==> src/rtl/ccu_pkg.sv <==
// ============================================================================
// Module      : ccu_pkg
// Description : Shared constants, FSM state type and helper for the command
//               issuer.
// Revision    : 1.0 - initial release
// ============================================================================
`default_nettype none

package ccu_pkg;

    localparam int               CMD_W       = 8;
    localparam logic [CMD_W-1:0] CMD_NOP     = 8'h00;
    localparam logic [1:0]       WAIT_PREFIX = 2'b11;
    localparam int               WAIT_CNT_W  = 6;

    typedef enum logic [1:0] {
        IDLE  = 2'd0,
        ISSUE = 2'd1,
        WAIT  = 2'd2
    } issuer_state_t;

    // A byte whose top two bits match WAIT_PREFIX is a delay directive.
    function automatic logic is_wait(input logic [CMD_W-1:0] c);
        return c[CMD_W-1 -: 2] == WAIT_PREFIX;
    endfunction

endpackage

`default_nettype wire

==> src/rtl/ccu_cmd_fifo.sv <==
// ============================================================================
// Module      : ccu_cmd_fifo
// Description : Power-of-two command FIFO with first-word fall-through output.
// Revision    : 1.0 - initial release
// ============================================================================
`default_nettype none

module ccu_cmd_fifo
    import ccu_pkg::*;
#(
    parameter int DEPTH = 4
) (
    input  logic             clk,
    input  logic             rst,
    input  logic             push,
    input  logic [CMD_W-1:0] din,
    input  logic             pop,
    output logic             full,
    output logic             empty,
    output logic [CMD_W-1:0] dout
);

    localparam int PTR_W = (DEPTH > 1) ? $clog2(DEPTH) : 1;
    localparam int CNT_W = $clog2(DEPTH) + 1;
    localparam logic [CNT_W-1:0] C_DEPTH = CNT_W'(DEPTH);

    logic [CMD_W-1:0] mem_q [DEPTH];
    logic [PTR_W-1:0] wr_ptr_q, wr_ptr_d;
    logic [PTR_W-1:0] rd_ptr_q, rd_ptr_d;
    logic [CNT_W-1:0] count_q, count_d;
    logic             do_push;
    logic             do_pop;

    assign full    = (count_q == C_DEPTH);
    assign empty   = (count_q == '0);
    assign dout    = mem_q[rd_ptr_q];
    assign do_push = push && !full;
    assign do_pop  = pop && !empty;

    // Pointers wrap for free because DEPTH is a power of two.
    always_comb begin
        wr_ptr_d = wr_ptr_q + PTR_W'(do_push);
        rd_ptr_d = rd_ptr_q + PTR_W'(do_pop);
        count_d  = count_q + CNT_W'(do_push) - CNT_W'(do_pop);
    end

    always_ff @(posedge clk) begin
        if (rst) begin
            wr_ptr_q <= '0;
            rd_ptr_q <= '0;
            count_q  <= '0;
        end else begin
            wr_ptr_q <= wr_ptr_d;
            rd_ptr_q <= rd_ptr_d;
            count_q  <= count_d;
        end
    end

    always_ff @(posedge clk) begin
        if (do_push) begin
            mem_q[wr_ptr_q] <= din;
        end
    end

endmodule

`default_nettype wire

==> src/rtl/ccu_cmd_issuer.sv <==
// ============================================================================
// Module      : ccu_cmd_issuer
// Description : Buffers host command bytes and issues them to the CCU, turning
//               WAIT directives into idle cycles. Optional statistics counter
//               enabled by macro ISSUER_STATS_EN.
// Revision    : 1.0 - initial release
// ============================================================================
`default_nettype none

module ccu_cmd_issuer
    import ccu_pkg::*;
#(
    parameter int DEPTH = 4
) (
    input  logic             clk,
    input  logic             rst,
    input  logic [CMD_W-1:0] host_cmd,
    input  logic             host_valid,
    output logic             host_ready,
    input  logic             stall,
    output logic [CMD_W-1:0] cmd,
    output logic             cmd_valid
`ifdef ISSUER_STATS_EN
    ,
    output logic [15:0]      issued_cnt
`endif
);

    issuer_state_t         state_q, state_d;
    logic [WAIT_CNT_W-1:0] wait_cnt_q, wait_cnt_d;
    logic [CMD_W-1:0]      cmd_q, cmd_d;
    logic                  cmd_valid_q, cmd_valid_d;

    logic                  fifo_full;
    logic                  fifo_empty;
    logic                  fifo_pop;
    logic [CMD_W-1:0]      fifo_dout;

    // Ready comes from the pre-edge full flag, so a pop never frees a slot
    // for a push in the same cycle.
    assign host_ready = !fifo_full && !rst;

    ccu_cmd_fifo #(
        .DEPTH (DEPTH)
    ) u_fifo (
        .clk   (clk),
        .rst   (rst),
        .push  (host_valid && host_ready),
        .din   (host_cmd),
        .pop   (fifo_pop),
        .full  (fifo_full),
        .empty (fifo_empty),
        .dout  (fifo_dout)
    );

    always_comb begin
        state_d     = state_q;
        wait_cnt_d  = wait_cnt_q;
        cmd_d       = cmd_q;
        cmd_valid_d = cmd_valid_q;
        fifo_pop    = 1'b0;
        if (!stall) begin
            case (state_q)
                IDLE: begin
                    cmd_d       = CMD_NOP;
                    cmd_valid_d = 1'b0;
                    if (!fifo_empty) begin
                        state_d = ISSUE;
                    end
                end
                ISSUE: begin
                    cmd_d       = CMD_NOP;
                    cmd_valid_d = 1'b0;
                    if (fifo_empty) begin
                        state_d = IDLE;
                    end else begin
                        fifo_pop = 1'b1;
                        if (is_wait(fifo_dout)) begin
                            wait_cnt_d = fifo_dout[WAIT_CNT_W-1:0];
                            if (fifo_dout[WAIT_CNT_W-1:0] != '0) begin
                                state_d = WAIT;
                            end
                        end else begin
                            cmd_d       = fifo_dout;
                            cmd_valid_d = 1'b1;
                        end
                    end
                end
                WAIT: begin
                    cmd_d       = CMD_NOP;
                    cmd_valid_d = 1'b0;
                    wait_cnt_d  = wait_cnt_q - 1'b1;
                    if (wait_cnt_q == WAIT_CNT_W'(1)) begin
                        state_d = ISSUE;
                    end
                end
                default: begin
                    state_d     = IDLE;
                    cmd_d       = CMD_NOP;
                    cmd_valid_d = 1'b0;
                end
            endcase
        end
    end

    always_ff @(posedge clk) begin
        if (rst) begin
            state_q     <= IDLE;
            wait_cnt_q  <= '0;
            cmd_q       <= CMD_NOP;
            cmd_valid_q <= 1'b0;
        end else begin
            state_q     <= state_d;
            wait_cnt_q  <= wait_cnt_d;
            cmd_q       <= cmd_d;
            cmd_valid_q <= cmd_valid_d;
        end
    end

    assign cmd       = cmd_q;
    assign cmd_valid = cmd_valid_q;

`ifdef ISSUER_STATS_EN
    logic [15:0] issued_cnt_q, issued_cnt_d;
    logic        issue_fire;

    assign issue_fire = fifo_pop && !is_wait(fifo_dout);

    always_comb begin
        issued_cnt_d = issued_cnt_q;
        if (issue_fire && (issued_cnt_q != 16'hFFFF)) begin
            issued_cnt_d = issued_cnt_q + 16'd1;
        end
    end

    always_ff @(posedge clk) begin
        if (rst) begin
            issued_cnt_q <= '0;
        end else begin
            issued_cnt_q <= issued_cnt_d;
        end
    end

    assign issued_cnt = issued_cnt_q;
`endif

endmodule

`default_nettype wire

==> config.mk <==
export PLATFORM = sky130hd
export DESIGN_NAME = ccu_cmd_issuer
export DESIGN_NICKNAME = d
export VERILOG_FILES = /design/src/rtl/ccu_pkg.sv /design/src/rtl/ccu_cmd_fifo.sv /design/src/rtl/ccu_cmd_issuer.sv
export SDC_FILE = /design/constraint.sdc
export NUM_CORES = 1
export LEC_CHECK = 0
export CAP_MARGIN = 20
export CORE_MARGIN = 8
export CORE_UTILIZATION = 30
export DETAILED_ROUTE_END_ITERATION = 6
export PLACE_DENSITY = 0.58
export SLEW_MARGIN = 10
export SYNTH_ARGS = -nofsm -noshare
export SYNTH_HDL_FRONTEND = slang
export SYNTH_SLANG_ARGS = --single-unit
==> constraint.sdc <==
create_clock -name clk -period 3.9 [get_ports clk]
set_input_delay 1.17 -clock clk [delete_from_list [all_inputs] [get_ports clk]]
set_output_delay 1.17 -clock clk [all_outputs]
set_load 0.01 [all_outputs]
-- After elaboration in Yosys (flattened, before gate mapping)
Memory sizes are Yosys's and may differ from the RTL's. A register that Yosys moved wholly into a read port is not among the register bits.
Cells that the tools add are included.
- reduce and logical (&&, ||, !) cells: 13
- eq/ne operators: 11
- multiplexer cells: 21
- bitwise gates (word level): 1
- $add $sub $neg: 5
- operator list (cell ; count):
    8-bit two-way mux ; 3
    2-bit two-way mux ; 6
    6-bit two-way mux ; 2
    6-bit case mux with 2 select lines ; 1
    1-bit two-way mux ; 8
    2-bit != test, second input constant ; 4
    6-bit by 1-bit equality test with 1-bit output, second input constant ; 1
    3-bit != test, second input constant ; 2
    2-bit case mux with 3 select lines ; 1
    6-bit nonzero test ; 1
    6-bit by 1-bit subtractor with 6-bit output, second input constant ; 1
    5-bit AND reduction ; 1
    2-bit by 1-bit adder with 2-bit output ; 2
    2-bit equality test, second input constant ; 2
    1-bit logical AND ; 4
    4-bit AND reduction ; 1
    3-bit by 1-bit adder with 3-bit output ; 1
    3-bit equality test, second input constant ; 1
    1-bit zero test ; 3
    3-bit zero test ; 1
    3-bit by 1-bit subtractor with 3-bit output ; 1
    2-bit by 1-bit equality test with 1-bit output, second input constant ; 1
    2-bit zero test ; 1
    2-bit nonzero test ; 1
    1-bit NOT ; 1
- flip-flop bits (word level): 24
- memory bits (writable): 32
- output and inout port bits: 10
- memories: 1
- bits of input ports: 12
- word-level logic and storage cells: 59
- memories (memory ; words ; width ; read ports ; clocked after memory_dff ; wr ports ; line ; source):
    u_fifo.mem_q ; 4 ; 8 ; 1 ; 1 ; 1 ; ccu_cmd_fifo.sv:27 ; logic [CMD_W-1:0] mem_q [DEPTH];

-- Longest topological paths before layout
Gate-level depths: netlist of the first run.
- word-level depth: 7
- gate-level depth with buffers: 11
- depth with buffers taken out: 11

-- Cells and area by module
From an unflattened synthesis of the first run, not the netlist that was laid out.
- cells, all modules: 178
- area, all modules: 2368.5 um^2
- by module, submodules not included (module ; cells each ; instances ; area an instance (um^2) ; seq. area each (um^2)):
    ccu_cmd_fifo ; 77 ; 1 ; 1516.5 ; 1101.1
    ccu_cmd_issuer ; 101 ; 1 ; 852.1 ; 340.3

-- Worst setup path before layout of the first run
OpenSTA, ideal clock, no wires.
- path kind: input to register
- start: input stall
- end: register u_fifo.count_q[2]
- stages on the path: 10
- path buffers: 1
- library setup time: 0.128 ns
- arrival time: 2.746 ns
- setup slack: 1.026 ns
- cell sequence: clkbuf_1 -> nor2_1 -> ha_1 -> inv_1 -> ha_1 -> inv_1 -> fa_1 -> xor2_1 -> xnor2_1 -> nor2_1
- longest elaborated chain between the ends: 3
- ends and longest elaborated chain (element ; line ; source):
    start: declaration ; ccu_cmd_issuer.sv:20 ; input logic stall,
    1-bit two-way mux ; ccu_cmd_issuer.sv:62 ; if (!stall) begin
    1-bit logical AND ; ccu_cmd_fifo.sv:38 ; assign do_pop = pop && !empty;
    3-bit by 1-bit subtractor with 3-bit output ; ccu_cmd_fifo.sv:44 ; count_d = count_q + CNT_W'(do_push) - CNT_W'(do_pop);
    end signal: assignment ; ccu_cmd_fifo.sv:55 ; count_q <= count_d;
    end: declaration ; ccu_cmd_fifo.sv:30 ; logic [CNT_W-1:0] count_q, count_d;
Every way passes these cells.
A chain may end at the register's enable or synchronous reset.

-- Final worst setup path of the first run
- start: input rst
- end: output host_ready
- longest elaborated chain between the ends: 2
- ends and longest elaborated chain (element ; line ; source):
    start: declaration ; ccu_cmd_issuer.sv:16 ; input logic rst,
    1-bit zero test ; ccu_cmd_issuer.sv:41 ; assign host_ready = !fifo_full && !rst;
    1-bit logical AND ; ccu_cmd_issuer.sv:41 ;
    end: declaration ; ccu_cmd_issuer.sv:19 ; output logic host_ready,
Every way passes these cells.

==> results of run 1 <==
[report_power, final]
| group | switching, uW | internal [uW] | leakage [uW] |
|---|---|---|---|
| Sequential | 30.2 | 663 | 0.000485 |
| Clock | 192 | 129 | 0.0000485 |
| Combinational | 106 | 104 | 0.000434 |
[state kept, by name (all words and copies together), names as in the netlist]
signal and cells:
u_fifo.mem_q 32, cmd 8, wait_cnt_q 6, u_fifo.count_q 3, state_q 2, u_fifo.rd_ptr_q 2, u_fifo.wr_ptr_q 2, cmd_valid 1
[critical path: stages]
cell and delay (ns):
clkdlybuf4s50_1 0.43, a21oi_1 0.19, clkdlybuf4s50_1 0.57
[cell usage in the layout (no fill, tap or decap), types with 2 or more instances in the layout]
master,Yosys,layout
a22oi_1,7,7
clkdlybuf4s50_1,0,21
and2_1,2,2
a31oi_1,4,4
dfxtp_1,24,24
buf_4,0,5
edfxtp_1,32,32
nor2_1,28,28
nand2b_1,2,2
nor2b_1,7,7
inv_1,10,10
nor3_1,7,7
nand2_1,8,8
ha_1,6,6
mux4_2,8,8
a21oi_1,9,9
xnor2_1,3,3
mux2_1,2,2
clkbuf_8,0,5
[stage by stage]
| step | total power, uW | hold WS (ns) | area, um^2 | utilization, % | setup slack, ns |
|---|---|---|---|---|---|
| after floorplan | 853.1 | 0.4774 | 2374 | - | 1.026 |
| after global placement | 917.1 | 0.4879 | 2710 | 35.25 | 0.3481 |
| after detailed placement | 920.7 | 0.4799 | 2710 | 35.25 | 0.3433 |
| final | 1224 | 0.4987 | 2801 | 36.44 | 0.3688 |
| after global routing | 1293 | 0.5324 | 2801 | 36.44 | 0.2571 |
| after CTS | 1246 | 0.5049 | 2801 | 36.44 | 0.3315 |
[final timing paths]
| check | from | end | slack [ns] | cells past startpoint |
|---|---|---|---|---|
| hold reg to reg | cmd_valid$_SDFFE_PP0N_ | cmd_valid$_SDFFE_PP0N_ | 0.50 | 2 |
| setup / recovery | rst | host_ready | 0.37 | 3 |
| setup reg to reg | u_fifo.count_q[1]$_SDFF_PP0_ | u_fifo.count_q[2]$_SDFF_PP0_ | 1.44 | 11 |
| hold / removal | cmd_valid$_SDFFE_PP0N_ | cmd_valid$_SDFFE_PP0N_ | 0.50 | 2 |
[area by class of cell]
class	count	area (um^2)
clock buffers	5	68.82
clock inverters	3	22.52
fillers	779	4886
inverters	10	37.54
multi-input cells	115	855.8
flip-flops and latches	56	1441
well taps	102	127.6
repair buffers	26	247.7
[kinds of logic (layout without fill, tap and decap cells)]
group | after synthesis | in the layout
multiplexers | 10 | 10
AO/OA/AOI/OAI | 30 | 30
adder cells (fa/ha/maj) | 7 | 7
buffers and inverters | 18 | 44
AND/OR/NAND/NOR | 64 | 64
flip-flops | 56 | 56
XOR/XNOR | 4 | 4
[per-layer routing]
layer / global-route usage, % / vias up
met5: 0 / -
met2: 14.93 / 23
met1: 9.264 / 725
li1: - / 745
met3: 2.150 / 5
met4: 2.752 / 0
==> out/results.tsv, run 1 <==
stage	metric	value	unit
worst_setup_path	worst-path fanout max	2	
logic_synthesis	largest family of logic cells by synthesized area	simple AND/OR/NAND/NOR gates	
sta	min cycle time layout	3.531	ns
global_route	first-pass GRT wire length	7403	um
sta	RSZ-0062 raised after global routing	false	
placement	HPWL Detailed	3069	um
logic_synthesis	post-synth top area share	40.48	%
layout	ANT cells	0	
placement	Inst Count DP	309	
global_route	grt ovf	0	
layout	area grow syn2layout	18.03	%
floorplan	Initial Utilization	30.88	%
logic_synthesis	simple-gate share of the synthesized area	13.49	%
power_and_ir_drop	Peak VDD IR	304.9	uV
floorplan	Die Span X	105.0	um
worst_setup_path	CP required	2.73	ns
layout	Layout Cells excl Fill	317	
placement	routability cong.	0.7496	
cts	CTS Sinks	56	
sta	Post-Route Skew	0.004822	ns
worst_setup_path	Arr. time, crit path	2.36	ns
drt	initial drt markers	36	
hold_path	HP Class	flop to flop	
drt	drt via density	4.726	
global_route	Total Routing Usage GR	8.290	%
floorplan	Row Count	32	
sta	final setup TNS	0	ns
floorplan	IO Count	22	
logic_synthesis	Synth area leader	edfxtp_1	
sta	final period utilization	90.54	%
power_and_ir_drop	pwr/cell area	436.9	nW/um^2
outcome	status	finished clean	
drt	Vias	1498	
global_route	largest net degree at the start of global routing	28	
logic_synthesis	top post-synthesis cells by area	edfxtp_1 (40%), dfxtp_1 (20%), mux4_2 (7.6%)	
drt	DR WL met3	167	um
cts	clock latency on the worst-skew pair	0.30	ns
cts	CTS resizes	0	
logic_synthesis	Avg Inst Size Synth	12.56	um^2
logic_synthesis	Synth Area in Compound Gates	8.540	%
drt	metal2 WL	2319	um
logic_synthesis	adder-cell area share of the yosys netlist	4.006	%
worst_setup_path	Critical Setup Path Class	input pin to output pin	
layout	layout cells sized above 1	10.70	%
logic_synthesis	Unique masters post-synth	42	
run	Max-Cap Viols	0	
logic_synthesis	Yosys Warn Count	0	
drt	top layer in use	met4	
sta	fmax	283.2	MHz
layout	final-stage net count	233	
cts	Reg clk slew, reported paths	0.10	ns
cts	Post-CTS Setup Bufs	0	
placement	# port buffers	21	
logic_synthesis	Synth Area in XOR/XNOR	1.476	%
drt	routed wire length	4412	um
power_and_ir_drop	Leak	0.0009672	uW
drt	Post-Route M1 WL	1887	um
cts	# hold bufs at CTS	0	
logic_synthesis	Main synth FF type	edfxtp_1	
drt	DRC viols	0	
drt	WL/cell	13.92	um
cts	Clock Path Buffers	2	
drt	post-route ant nets	0	
sta	max-slew violation count	0	
logic_synthesis	Seq cells post-synth	56	
logic_synthesis	EDFF count, synth	32	
sta	slew of the pin with the lowest slew margin	0.6045	ns
sta	Final setup violation count	0	
logic_synthesis	most common cell in the synthesized netlist	edfxtp_1	
cts	CTS root buf	clkbuf_8	
floorplan	Core ar.	7687	um^2
logic_synthesis	asr flop ratio synth	0	%
floorplan	die span in y	105.0	um
cts	CTS tree	built	
cts	H-tree levels	2	
floorplan	die footprint	11010	um^2
logic_synthesis	Seq/Total Area, Yosys	60.73	%
logic_synthesis	Synth Net Count	208	
sta	relative slew slack	59.65	%
cts	CTS buffer count	5	
drt	TritonRoute pass-1 iters	4	
global_route	initial antenna violation count	0	
global_route	vias in the first global route	1482	
logic_synthesis	cells after synthesis	189	
sta	Hold Fails Final Rpt	0	
logic_synthesis	Post-Syn Area	2374	um^2
logic_synthesis	mux cell area share after synthesis	8.540	%
logic_synthesis	synth cell count leaders	edfxtp_1 (32), nor2_1 (28), dfxtp_1 (24)	
worst_setup_path	Setup crit end kind	output pin	
worst_setup_path	Startpoint Class	input pin	
(Power assumes the default switching activity.)
==> inputs of run 2 (changes only) <==
--- a/config.mk
+++ b/config.mk
@@ -7,9 +7,9 @@
 export LEC_CHECK = 0
 export CAP_MARGIN = 20
 export CORE_MARGIN = 8
-export CORE_UTILIZATION = 30
+export CORE_UTILIZATION = 60
 export DETAILED_ROUTE_END_ITERATION = 6
-export PLACE_DENSITY = 0.58
+export PLACE_DENSITY = 0.94
 export SLEW_MARGIN = 10
 export SYNTH_ARGS = -nofsm -noshare
 export SYNTH_HDL_FRONTEND = slang
==> run 2 against run 1 <==
  * Register-to-register slack improved by 0.04 ns
  * Critical endpoint unchanged
  * Sequential power hardly changed
  * Sequential share of layout area increased by 1.4 points
==> out/results.tsv, run 2 (synthesis gave the netlist of run 1 again) <==
stage	metric	value	unit
global_route	Total Routing Usage GR	13.88	%
power_and_ir_drop	Peak VDD IR	344.8	uV
sta	final setup TNS	0	ns
power_and_ir_drop	sequential group share of total power	57.1	%
worst_setup_path	Arr. time, crit path	2.38	ns
drt	TritonRoute pass-1 iters	4	
sta	RSZ-0062 raised after global routing	false	
drt	WL/cell	15.52	um
sta	max-slew violation count	0	
power_and_ir_drop	Pwr Total	1214	uW
worst_setup_path	CP required	2.73	ns
outcome	status	finished clean	
drt	drt via density	5.545	
sta	final period utilization	91.12	%
drt	Vias	1464	
floorplan	Die Span X	78.90	um
power_and_ir_drop	switch share	26.15	%
cts	CTS tree	built	
placement	Inst Count DP	256	
worst_setup_path	critical path, cell by cell	clkdlybuf4s50_1 > a21oi_1 > clkdlybuf4s50_1	
layout	commonest non-fill, non-tap cells in the layout	edfxtp_1 (32), nor2_1 (28), dfxtp_1 (24), clkdlybuf4s50_1 (21), inv_1 (10)	
cts	Reg clk slew, reported paths	0.09	ns
floorplan	Row Count	23	
sta	relative slew slack	53.22	%
cts	H-tree levels	2	
layout	Most flops, register	u_fifo.mem_q	
placement	routability cong.	0.8231	
layout	final-stage net count	232	
layout	ANT cells	0	
floorplan	die span in y	78.90	um
layout	fillers	305	
drt	initial drt markers	132	
power_and_ir_drop	Clock power frac	25.7	%
power_and_ir_drop	internal power	896.7	uW
layout	layout cells sized above 1	10.28	%
global_route	largest net degree at the start of global routing	28	
worst_setup_path	critical path's top delay family	buffers and inverters	
placement	pre-CTS WS	0.3507	ns
worst_setup_path	worst-path fanout max	2	
sta	Post-Route Skew	0.003526	ns
power_and_ir_drop	Leak	0.0009617	uW
layout	FF/Latch Area	1441	um^2
cts	CTS root buf	clkbuf_8	
floorplan	IO Count	22	
drt	routed wire length	4098	um
power_and_ir_drop	switching pwr	317.5	uW
layout	max FFs per register	32	
cts	CTS resizes	0	
worst_setup_path	r2r startpoint	u_fifo.count_q[1]$_SDFF_PP0_	
floorplan	die footprint	6224	um^2
drt	post-route ant nets	0	
hold_path	worst hold start	cmd_valid$_SDFFE_PP0N_	
layout	area of the multi-input gates	855.8	um^2
cts	Post-CTS Setup Bufs	0	
placement	HPWL Detailed	2923	um
drt	DRC viols	0	
layout	area grow syn2layout	14.97	%
layout	commonest non-fill, non-tap cell in the layout	edfxtp_1	
floorplan	Initial Utilization	60.65	%
placement	# port buffers	21	
run	Max-Cap Viols	0	
cts	CTS Sinks	56	
cts	CTS buffer count	5	
worst_setup_path	Worst setup startpoint	rst	
cts	# hold bufs at CTS	0	
worst_setup_path	Slowest Stage Delay on Critical Path	0.58	ns
sta	setup ws final	0.3463	ns
power_and_ir_drop	Comb pwr share	17.2	%
worst_setup_path	Critical Setup Path Class	input pin to output pin	
floorplan	Core ar.	3914	um^2
global_route	vias in the first global route	1483	
power_and_ir_drop	pwr/cell area	444.9	nW/um^2
worst_setup_path	CP dominant cell by count	clkdlybuf4s50_1	
worst_setup_path	Startpoint Class	input pin	
hold_path	HP Class	flop to flop	
worst_setup_path	CP bufs+invs	2	
cts	Clock Path Buffers	2	
sta	slew of the pin with the lowest slew margin	0.6991	ns
layout	Layout Cells excl Fill	264	
sta	Final setup violation count	0	
global_route	initial antenna violation count	0	
cts	clock latency on the worst-skew pair	0.30	ns
worst_setup_path	slowest CP cell	clkdlybuf4s50_1	
global_route	grt ovf	0	
global_route	first-pass GRT wire length	6796	um
sta	min cycle time layout	3.554	ns
sta	Hold Fails Final Rpt	0	
sta	fmax	281.4	MHz
worst_setup_path	Setup crit end kind	output pin	
## run 2: cell count changes in the layout (fill, tap and decap cells not counted)
| cell | before | now |
|---|---|---|
| buf_4 | 5 | 4 |
## run 2: per-layer routing
metal / global-route usage (%) / wire, um
met1: 17.12 / 1857
met2: 23.53 / 2051
met3: 3.612 / 153
met4: 3.889 / 35
met5: 0 / 0
## run 2: area by class of cell
type,instances,share of cell area (%)
Timing Repair Buffer,25,8.803
Sequential cell,56,52.82
Tap cell,50,2.293
Clock buffer,5,2.522
Multi-Input combinational cell,115,31.36
Inverter,10,1.376
Clock inverter,3,0.8253
## run 2: power by group through the flow
stage	sequential, uW	combinational (uW)	clock (uW)
finish	693	209	312
global placement	704	203	0
CTS	693	212	321
detailed placement	707	210	0
global route	699	234	346
floorplan	697	156	0
## run 2: worst reg2reg max path, delay by kind of cell, from the launching register on
family,cells,cell delay [ns]
xor gates and xnor gates,2,0.31
adders and majority gates,3,0.77
buffers and inverters,2,0.10
DFF,1,0.37
and+or+nand+nor,4,0.76
## run 2: final timing paths
kind,endpoint,slack [ns],cells past startpoint
max reg2reg,u_fifo.count_q[2]$_SDFF_PP0_,1.48,11
min reg2reg,cmd_valid$_SDFFE_PP0N_,0.51,2
max,host_ready,0.35,3
min,cmd_valid$_SDFFE_PP0N_,0.51,2
## run 2: metrics by stage
step	cell area, um^2	util (%)	hold slack [ns]
after floorplan	2374	-	0.4774
after global placement	2638	67.39	0.4752
after detailed placement	2638	67.39	0.4796
after CTS	2729	69.73	0.5028
after global routing	2729	69.73	0.5535
final	2729	69.73	0.5087
==> inputs of run 3 (changes only) <==
--- a/config.mk
+++ b/config.mk
@@ -7,9 +7,10 @@
 export LEC_CHECK = 0
 export CAP_MARGIN = 20
 export CORE_MARGIN = 8
-export CORE_UTILIZATION = 60
+export CORE_UTILIZATION = 31
 export DETAILED_ROUTE_END_ITERATION = 6
-export PLACE_DENSITY = 0.94
+export HOLD_SLACK_MARGIN = 0.15
+export PLACE_DENSITY = 0.59
 export SLEW_MARGIN = 10
 export SYNTH_ARGS = -nofsm -noshare
 export SYNTH_HDL_FRONTEND = slang
==> constraint.sdc (replaced) <==
create_clock -name clk -period 3.9 [get_ports clk]
set_input_delay 1.17 -clock clk [delete_from_list [all_inputs] [get_ports clk]]
set_output_delay 1.17 -clock clk [all_outputs]
set_load 0.05 [all_outputs]
==> run 3 against run 2 <==
  * Die area up 72%
  * Worst hold slack improved by 0.0021 ns
  * Sequential share of layout area fell by 1.6 points
  * Non-clock buffer count is 1 higher
  * Combinational power up 11%
  * Power increased by 3.2%
  * Clock power rose by 5%
  * Highest routed layer unchanged
==> out/results.tsv, run 3 (synthesis gave the netlist of run 1 again) <==
stage	metric	value	unit
cts	CTS Sinks	56	
worst_setup_path	worst-path fanout max	2	
placement	HPWL Detailed	3047	um
cts	CTS root buf	clkbuf_8	
global_route	initial antenna violation count	0	
floorplan	Core ar.	7567	um^2
layout	area grow syn2layout	18.56	%
cts	Reg clk slew, reported paths	0.11	ns
layout	commonest non-fill, non-tap cells in the layout	edfxtp_1 (32), nor2_1 (28), dfxtp_1 (24), clkdlybuf4s50_1 (20), inv_1 (10)	
global_route	grt ovf	0	
worst_setup_path	Setup crit end kind	output pin	
global_route	vias in the first global route	1483	
layout	layout cells sized above 1	11.16	%
power_and_ir_drop	Pwr Total	1253	uW
cts	Clock Path Buffers	2	
global_route	largest net degree at the start of global routing	28	
drt	Vias	1493	
drt	DRC viols	0	
sta	min cycle time layout	3.254	ns
drt	post-route ant nets	0	
cts	H-tree levels	2	
worst_setup_path	Critical Setup Path Class	input pin to output pin	
floorplan	die footprint	10710	um^2
power_and_ir_drop	Peak VDD IR	263.5	uV
sta	final setup TNS	0	ns
floorplan	die span in y	103.5	um
placement	routability cong.	0.7744	
sta	fmax	307.3	MHz
sta	Hold Fails Final Rpt	0	
hold_path	HP Class	flop to flop	
worst_setup_path	Startpoint Class	input pin	
worst_setup_path	CP required	2.73	ns
drt	TritonRoute pass-1 iters	4	
sta	max-slew violation count	0	
sta	relative slew slack	61.39	%
run	Max-Cap Viols	0	
drt	initial drt markers	26	
sta	RSZ-0062 raised after global routing	false	
layout	fillers	753	
global_route	first-pass GRT wire length	7300	um
cts	CTS tree	built	
layout	Most flops, register	u_fifo.mem_q	
cts	CTS buffer count	5	
sta	slew of the pin with the lowest slew margin	0.5784	ns
worst_setup_path	worst setup path end	host_ready	
cts	# hold bufs at CTS	0	
power_and_ir_drop	Leak	0.0009693	uW
worst_setup_path	reg2reg setup slack	1.49	ns
placement	# port buffers	21	
floorplan	IO Count	22	
cts	Post-CTS Setup Bufs	0	
power_and_ir_drop	pwr/cell area	445.4	nW/um^2
layout	max FFs per register	32	
layout	final-stage net count	233	
drt	WL/cell	13.76	um
worst_setup_path	RR Endpoint	u_fifo.count_q[2]$_SDFF_PP0_	
worst_setup_path	Arr. time, crit path	2.08	ns
floorplan	Initial Utilization	31.37	%
sta	Final setup violation count	0	
floorplan	Row Count	32	
layout	ANT cells	0	
sta	final period utilization	83.44	%
drt	routed wire length	4363	um
floorplan	Die Span X	103.5	um
layout	commonest non-fill, non-tap cell in the layout	edfxtp_1	
worst_setup_path	r2r startpoint	u_fifo.count_q[1]$_SDFF_PP0_	
outcome	status	finished clean	
sta	Post-Route Skew	0.009944	ns
worst_setup_path	r2r worst-path depth	11	
drt	drt via density	4.710	
cts	CTS resizes	0	
global_route	Total Routing Usage GR	8.269	%
cts	clock latency on the worst-skew pair	0.31	ns
worst_setup_path	Worst setup startpoint	rst	
[run 3: power breakdown]
part | switching, uW | internal [uW]
logic | 122 | 110
clock network | 197 | 131
registers | 29.7 | 663
[run 3: worst max-delay path: stages]
cell             delay, ns
clkdlybuf4s50_1       0.44
a21oi_1               0.29
buf_12                0.18
[run 3: final cells by class]
| type | count | area [um^2] | area share [%] |
|---|---|---|---|
| multi-input cells | 115 | 855.8 | 30.41 |
| inverters | 10 | 37.54 | 1.334 |
| flip-flops and latches | 56 | 1441 | 51.22 |
| well taps | 102 | 127.6 | 4.535 |
| clock buffers | 5 | 68.82 | 2.446 |
| repair buffers | 26 | 257.7 | 9.160 |
| clock inverters | 3 | 25.02 | 0.8893 |
[run 3: stage by stage]
stage	cells	instance area, um^2	setup slack [ns]	hold WS (ns)	util [%]
after floorplan	189	2374	0.3997	0.4774	-
after global placement	309	2720	0.6347	0.4777	35.95
after detailed placement	309	2720	0.6417	0.4880	35.95
after CTS	317	2814	0.6242	0.5192	37.19
after global routing	317	2814	0.5837	0.5452	37.19
final	317	2814	0.6460	0.5107	37.19
[run 3: per-layer routing]
layer / part of all wire, % / global-route usage (%)
met1: 46 / 10.02
met2: 50 / 14.12
met3: 3.7 / 2.169
met4: 0.89 / 2.204
met5: 0 / 0
[run 3: worst min-delay path by stage]
| stage | from | end | slack, ns | depth (start not counted) |
|---|---|---|---|---|
| 6_report | cmd_valid$_SDFFE_PP0N_ | cmd_valid$_SDFFE_PP0N_ | 0.51 | 2 |
| 2_1_floorplan | wait_cnt_q[3]$_SDFFE_PP0P_ | wait_cnt_q[3]$_SDFFE_PP0P_ | 0.48 | 2 |
| 5_1_grt | wait_cnt_q[3]$_SDFFE_PP0P_ | wait_cnt_q[3]$_SDFFE_PP0P_ | 0.55 | 2 |
| 3_5_place_dp | cmd_valid$_SDFFE_PP0N_ | cmd_valid$_SDFFE_PP0N_ | 0.49 | 2 |
| 4_1_cts | cmd_valid$_SDFFE_PP0N_ | cmd_valid$_SDFFE_PP0N_ | 0.52 | 2 |
| 3_3_place_gp | cmd_valid$_SDFFE_PP0N_ | cmd_valid$_SDFFE_PP0N_ | 0.48 | 2 |
